<file path="src/rtl/huffman_symbol_sequencer.sv">
// Turns one latched block of zigzag coefficients into DC/AC/ZRL/EOB run-size symbols.
// DC symbol appears the cycle after start, then one symbol per emit state; sym_* hold while sym_ready is low.
module huffman_symbol_sequencer #(
  parameter int PIX_W = 10,
  parameter int NPIX  = 64,
  parameter int NCOMP = 3,
  parameter int CW    = (NCOMP > 1) ? $clog2(NCOMP) : 1
) (
  input  logic                    clock,
  input  logic                    reset,
  input  logic                    start,
  input  logic [CW-1:0]           comp_id,
  input  logic [NPIX*PIX_W-1:0]   coef_in,
  input  logic                    dc_clear,
  output logic                    busy,
  output logic                    sym_valid,
  input  logic                    sym_ready,
  output logic                    sym_is_dc,
  output logic [3:0]              sym_run,
  output logic [3:0]              sym_size,
  output logic [PIX_W:0]          sym_amp,
  output logic                    sym_eob,
  output logic [CW-1:0]           sym_comp,
  output logic                    blk_done
);

  localparam int AW = PIX_W + 1;
  localparam int IW = (NPIX > 1) ? $clog2(NPIX) : 1;
  localparam int RW = (IW + 1 > 5) ? IW + 1 : 5;

  typedef enum logic [2:0] {IDLE, DC, SCAN, EMIT, EOB, DONE} state_t;

  state_t            state_q, state_d;
  logic [IW-1:0]     idx_q, idx_d;
  logic [RW-1:0]     run_q, run_d;
  logic [CW-1:0]     comp_q;
  logic [PIX_W-1:0]  coef_q [NPIX];
  logic [PIX_W-1:0]  pred_q [NCOMP];
  logic              clr_pend_q;

  logic              latch_en;
  logic              dc_wb;
  logic              clr_now;
  logic [AW-1:0]     dc_val;
  logic [PIX_W-1:0]  cur_coef;
  logic [AW-1:0]     ac_val;
  logic              last_idx;

  function automatic logic [3:0] mag_size(input logic [AW-1:0] v);
    logic [AW-1:0] mag;
    logic [3:0]    s;
    mag = v[AW-1] ? (~v + 1'b1) : v;
    s   = 4'd0;
    for (int i = 0; i < AW; i++) begin
      if (mag[i]) s = 4'(i + 1);
    end
    return s;
  endfunction

  // Negative values are sent as (value-1) truncated to size bits.
  function automatic logic [AW-1:0] amp_bits(input logic [AW-1:0] v, input logic [3:0] sz);
    logic [AW-1:0] t;
    t = v[AW-1] ? (v - 1'b1) : v;
    for (int i = 0; i < AW; i++) begin
      if (i >= int'(sz)) t[i] = 1'b0;
    end
    return t;
  endfunction

  assign dc_val   = {coef_q[0][PIX_W-1], coef_q[0]} - {pred_q[comp_q][PIX_W-1], pred_q[comp_q]};
  assign cur_coef = coef_q[idx_q];
  assign ac_val   = {cur_coef[PIX_W-1], cur_coef};
  assign last_idx = (idx_q == IW'(NPIX - 1));
  assign sym_comp = comp_q;
  // A clear seen mid-block waits until the block's predictor writeback is done.
  assign clr_now  = (dc_clear || clr_pend_q) && (state_q == IDLE || state_q == DONE);

  always_comb begin
    state_d   = state_q;
    idx_d     = idx_q;
    run_d     = run_q;
    latch_en  = 1'b0;
    dc_wb     = 1'b0;
    busy      = 1'b0;
    sym_valid = 1'b0;
    sym_is_dc = 1'b0;
    sym_run   = 4'd0;
    sym_size  = 4'd0;
    sym_amp   = '0;
    sym_eob   = 1'b0;
    blk_done  = 1'b0;
    case (state_q)
      IDLE: begin
        if (start) begin
          latch_en = 1'b1;
          state_d  = DC;
        end
      end
      DC: begin
        busy      = 1'b1;
        sym_valid = 1'b1;
        sym_is_dc = 1'b1;
        sym_size  = mag_size(dc_val);
        sym_amp   = amp_bits(dc_val, mag_size(dc_val));
        if (sym_ready) begin
          dc_wb   = 1'b1;
          state_d = SCAN;
          idx_d   = IW'(1);
          run_d   = '0;
        end
      end
      SCAN: begin
        busy = 1'b1;
        if (cur_coef == '0) begin
          run_d = run_q + 1'b1;
          if (last_idx) state_d = EOB;
          else          idx_d   = idx_q + 1'b1;
        end else begin
          state_d = EMIT;
        end
      end
      EMIT: begin
        busy      = 1'b1;
        sym_valid = 1'b1;
        if (run_q >= RW'(16)) begin
          sym_run = 4'd15;
          if (sym_ready) run_d = run_q - RW'(16);
        end else begin
          sym_run  = run_q[3:0];
          sym_size = mag_size(ac_val);
          sym_amp  = amp_bits(ac_val, mag_size(ac_val));
          if (sym_ready) begin
            run_d = '0;
            if (last_idx) begin
              state_d = DONE;
            end else begin
              idx_d   = idx_q + 1'b1;
              state_d = SCAN;
            end
          end
        end
      end
      EOB: begin
        busy      = 1'b1;
        sym_valid = 1'b1;
        sym_eob   = 1'b1;
        if (sym_ready) state_d = DONE;
      end
      DONE: begin
        blk_done = 1'b1;
        state_d  = IDLE;
      end
      default: state_d = IDLE;
    endcase
  end

  always_ff @(posedge clock) begin
    if (reset) begin
      state_q    <= IDLE;
      idx_q      <= '0;
      run_q      <= '0;
      comp_q     <= '0;
      clr_pend_q <= 1'b0;
      for (int k = 0; k < NPIX; k++) coef_q[k] <= '0;
      for (int c = 0; c < NCOMP; c++) pred_q[c] <= '0;
    end else begin
      state_q <= state_d;
      idx_q   <= idx_d;
      run_q   <= run_d;
      if (latch_en) begin
        for (int k = 0; k < NPIX; k++) coef_q[k] <= coef_in[k*PIX_W +: PIX_W];
        comp_q <= ({1'b0, comp_id} < (CW+1)'(NCOMP)) ? comp_id : '0;
      end
      if (dc_wb) pred_q[comp_q] <= coef_q[0];
      if (clr_now) begin
        for (int c = 0; c < NCOMP; c++) pred_q[c] <= '0;
        clr_pend_q <= 1'b0;
      end else if (dc_clear) begin
        clr_pend_q <= 1'b1;
      end
    end
  end

endmodule

</file>
<file path="config.mk">
export PLATFORM = sky130hd
export DESIGN_NAME = huffman_symbol_sequencer
export DESIGN_NICKNAME = d
export VERILOG_FILES = /design/src/rtl/huffman_symbol_sequencer.sv
export SDC_FILE = /design/constraint.sdc
export NUM_CORES = 1
export LEC_CHECK = 0
export ABC_AREA = 1
export ABC_CLOCK_PERIOD_IN_PS = 39000
export BUFFER_PORTS_ARGS = -buffer_cell sky130_fd_sc_hd__clkbuf_2
export CORE_UTILIZATION = 30
export CTS_CLUSTER_DIAMETER = 150
export DETAILED_ROUTE_END_ITERATION = 10
export GPL_TIMING_DRIVEN = 1
export SYNTH_ARGS = -nofsm -noshare
export SYNTH_HDL_FRONTEND = slang
export SYNTH_SLANG_ARGS = --single-unit
export TNS_END_PERCENT = 50
</file>
<file path="constraint.sdc">
create_clock -name clock -period 39 [get_ports clock]
set_input_delay 5.85 -clock clock [delete_from_list [all_inputs] [get_ports clock]]
set_output_delay 5.85 -clock clock [all_outputs]
set_load 0.1 [all_outputs]
</file>
==> impl_metrics.toml <==
[detailed_routing]
drt_pass1_iterations = 5
drcViolationCount = 0
vias_per_cell = 4.676
num_vias = 29499
wirelength_um = 121900
drtIter0Drc = 2331
wl_per_cell_um = 19.33
ant_nets = 0

[worst_hold_path]
hold_class = "reg2reg"
holdPathStages = 2
hold_end = "run_q[3]"
hold_start = "run_q[3]"

[cts]
cts_resized = 0
clk_pin_slew_worst_paths_ns = 0.05
insertion_delay_ns = 0.67
cts.htree.levels = 3
cts_sinks = 707
numCtsBuffers = 85
post_cts_buffers = 0
root_buffer = "clkbuf_16"
cts_tree = "yes"
cts_hold_buf = 0
cts_max_path_buffers = 3

[layout]
n_fill_cell = 12143
nets = 5371
area_delta_synth_final_pct = 20.43
layout-drive-gt1-share_pct = 18.42
finalInstanceArea_um2 = 42960

[worst_setup_path]
crit_path_start_kind = "flip-flop"
crit_arrival_ns = 6.29
r2r_cells = 22
crit_path_end_kind = "output pin"
path_class = "reg2out"
cp_max_fo = 80
ff2ff_setup_slack_ns = 33.79
crit_required_ns = 33.15

[synthesis]
post-synth-top-count-cell = "nand2_1"
synth_edf_count = 680
synth_area_leader_cell = "edfxtp_1"
async_flop_share_pct = 0
synth_cell_types = 48
syn_inst = 4140
yosysSeqAreaShare_pct = 58.75
syn-num-nets = 4807
synthFlopType = "edfxtp_1"
synth.area.top_cells = "edfxtp_1, nand2_1, nor2_1, inv_1, nand3_1"
avgSynthCellArea_um2 = 8.617
ys_ff_latch = 707
yosysTopAreaCellShare_pct = 57.24
synth_warnings = 0
syn_area_um2 = 35680
yosys-top-cells-count = "nand2_1, nor2_1, inv_1"

[global_route]
grt_first_pass_wirelength_um = 177300
antenna_found_initial = 5
track_usage_pct = 19.70
grt_pass1_vias = 28494
grt_use_met1_pct = 26.15
grt-busiest-layer = "met2"
met2_usage_pct = 33.08
grt_max_degree = 186
use_met3_pct = 3.064
grt_overflow = 0

[die]
ioPinCount = 673
start_util_pct = 30.25
fp.dieW_um = 346.8
dieArea_um2 = 120300
die_h_um = 346.8
rows = 126
fp.coreArea_um2 = 117900

[timing]
fin_skew_ns = 0.03043
period_share_pct = 31.14
setup-violations-final = 0
timing.fmax_mhz = 82.35
finalHoldViolCount = 0
worst_pin_slew_ns = 1.186
rsz0062_at_grt = "no"
fin_setup_tns_ns = 0
worst_slew_margin_rel_pct = 20.93
slew_viol_final = 0
fin_crit_ns = 12.14

[placed_design]
port_buffers = 671
placed_area_um2 = 40120
gp_congestion = 0.8759
dp_hpwl_um = 84570

[pwr]
ir_drop_mv = 0.09191
cellPowerDensity_nw_per_um2 = 77.26
p_leak_nw = 20.67

[run]
cap_violations = 0

[run_status]
status = "complete, no violations"
[per-layer routing]
layer | wire (µm) | vias to the layer above
li1 | - | 14202
met1 | 53020 | 14114
met2 | 59000 | 1037
met3 | 6827 | 142
met4 | 3039 | 4
met5 | 34 | -
[registers in the layout, indices dropped and copies added (netlist names), named ones only]
name and count:
coef_q 640, clr_pend_q 1, sym_comp 2, pred_q 40, run_q 7, state_q 3, idx_q 6
[cell type report]
cell class	instances	area, µm²	area share (%)
sequential	707	20980	48.82
multi-input combinational	2467	10770	25.07
timing repair buffer	701	3643	8.481
inverter	742	2805	6.529
clock buffer	97	2215	5.155
tap	1536	1922	4.473
clock inverter	58	626.9	1.459
antenna	1	2.502	0.005825
[worst max-delay path, cell delays in order (launching register included)]
cell,delay [ns]
dfxtp_4,0.72
buf_4,0.72
buf_4,0.78
nand2_1,0.11
nand3_1,0.12
nand3_1,0.10
nand2_1,0.21
nand2_1,0.10
nand3_1,0.18
nand3_1,0.09
nand2_1,0.21
inv_1,0.12
ha_1,0.28
nand3b_1,0.18
nand2_1,0.08
nand2_1,0.07
nand2_1,0.06
nand3_1,0.09
nand2_1,0.07
nand2_1,0.05
nand2_1,0.06
nand2_1,0.05
nand2_1,0.20
nand3_1,0.14
nand2_1,0.10
nand2_1,0.05
nand2_1,0.09
clkbuf_2,0.45
[worst max path at each step]
stage	from	end	slack (ns)	depth (start not counted)
4_1_cts	flip-flop	sym_amp[2]	26.91	27
3_5_place_dp	flip-flop	sym_amp[2]	27.64	27
5_1_grt	flip-flop	sym_amp[2]	26.47	27
3_3_place_gp	flip-flop	sym_amp[2]	27.55	27
6_report	flip-flop	sym_amp[2]	26.86	27
2_1_floorplan	reset	coef_q[0][0]	17.93	3
[cell families (layout without fill, tap and decap cells)]
logic type                 count (synthesis)  after routing  share of synthesized area, %
buffers and inverters                    966           1598                         11.12
and+or+nand+nor                         2256           2256                         26.10
xor gates and xnor gates                  26             26                        0.6383
adders and majority gates                 20             20                        0.7225
AOI/OAI and AO/OA                        164            164                         2.651
DFF                                      707            707                         58.75
other                                      1              2                       0.01051
[where the power goes]
group	total (mW)	switching, mW	internal, mW	leakage [nW]
Combinational	1.39	1.04	0.353	11.8
Sequential	1.12	0.0716	1.04	7.50
Clock	0.815	0.337	0.478	1.39
Total	3.32	1.44	1.88	20.7
[per-stage QoR]
step	setup slack, ns	utilization (%)	total power, mW	hold slack [ns]	instances
after global routing	26.47	36.43	3.520	0.5025	6308
after floorplan	17.93	-	2.176	0.4418	4140
after global placement	27.55	34.02	2.531	0.4524	6153
after CTS	26.91	36.43	3.346	0.4648	6308
final	26.86	36.43	3.319	0.4650	6309
after detailed placement	27.64	34.02	2.526	0.4556	6153
[cells in the final DEF, fill, tap and decap left out, drive strengths merged, types with 10 or more instances in the layout]
cell,count
nand2,916
nor2,768
clkbuf,767
inv,747
edfxtp,680
nand3,548
o21ai,73
a21oi,44
clkinv,39
buf,31
dfxtp,27
xor2,21
o22ai,20
ha,19
bufinv,10
Power figures use the tool's default switching activity.
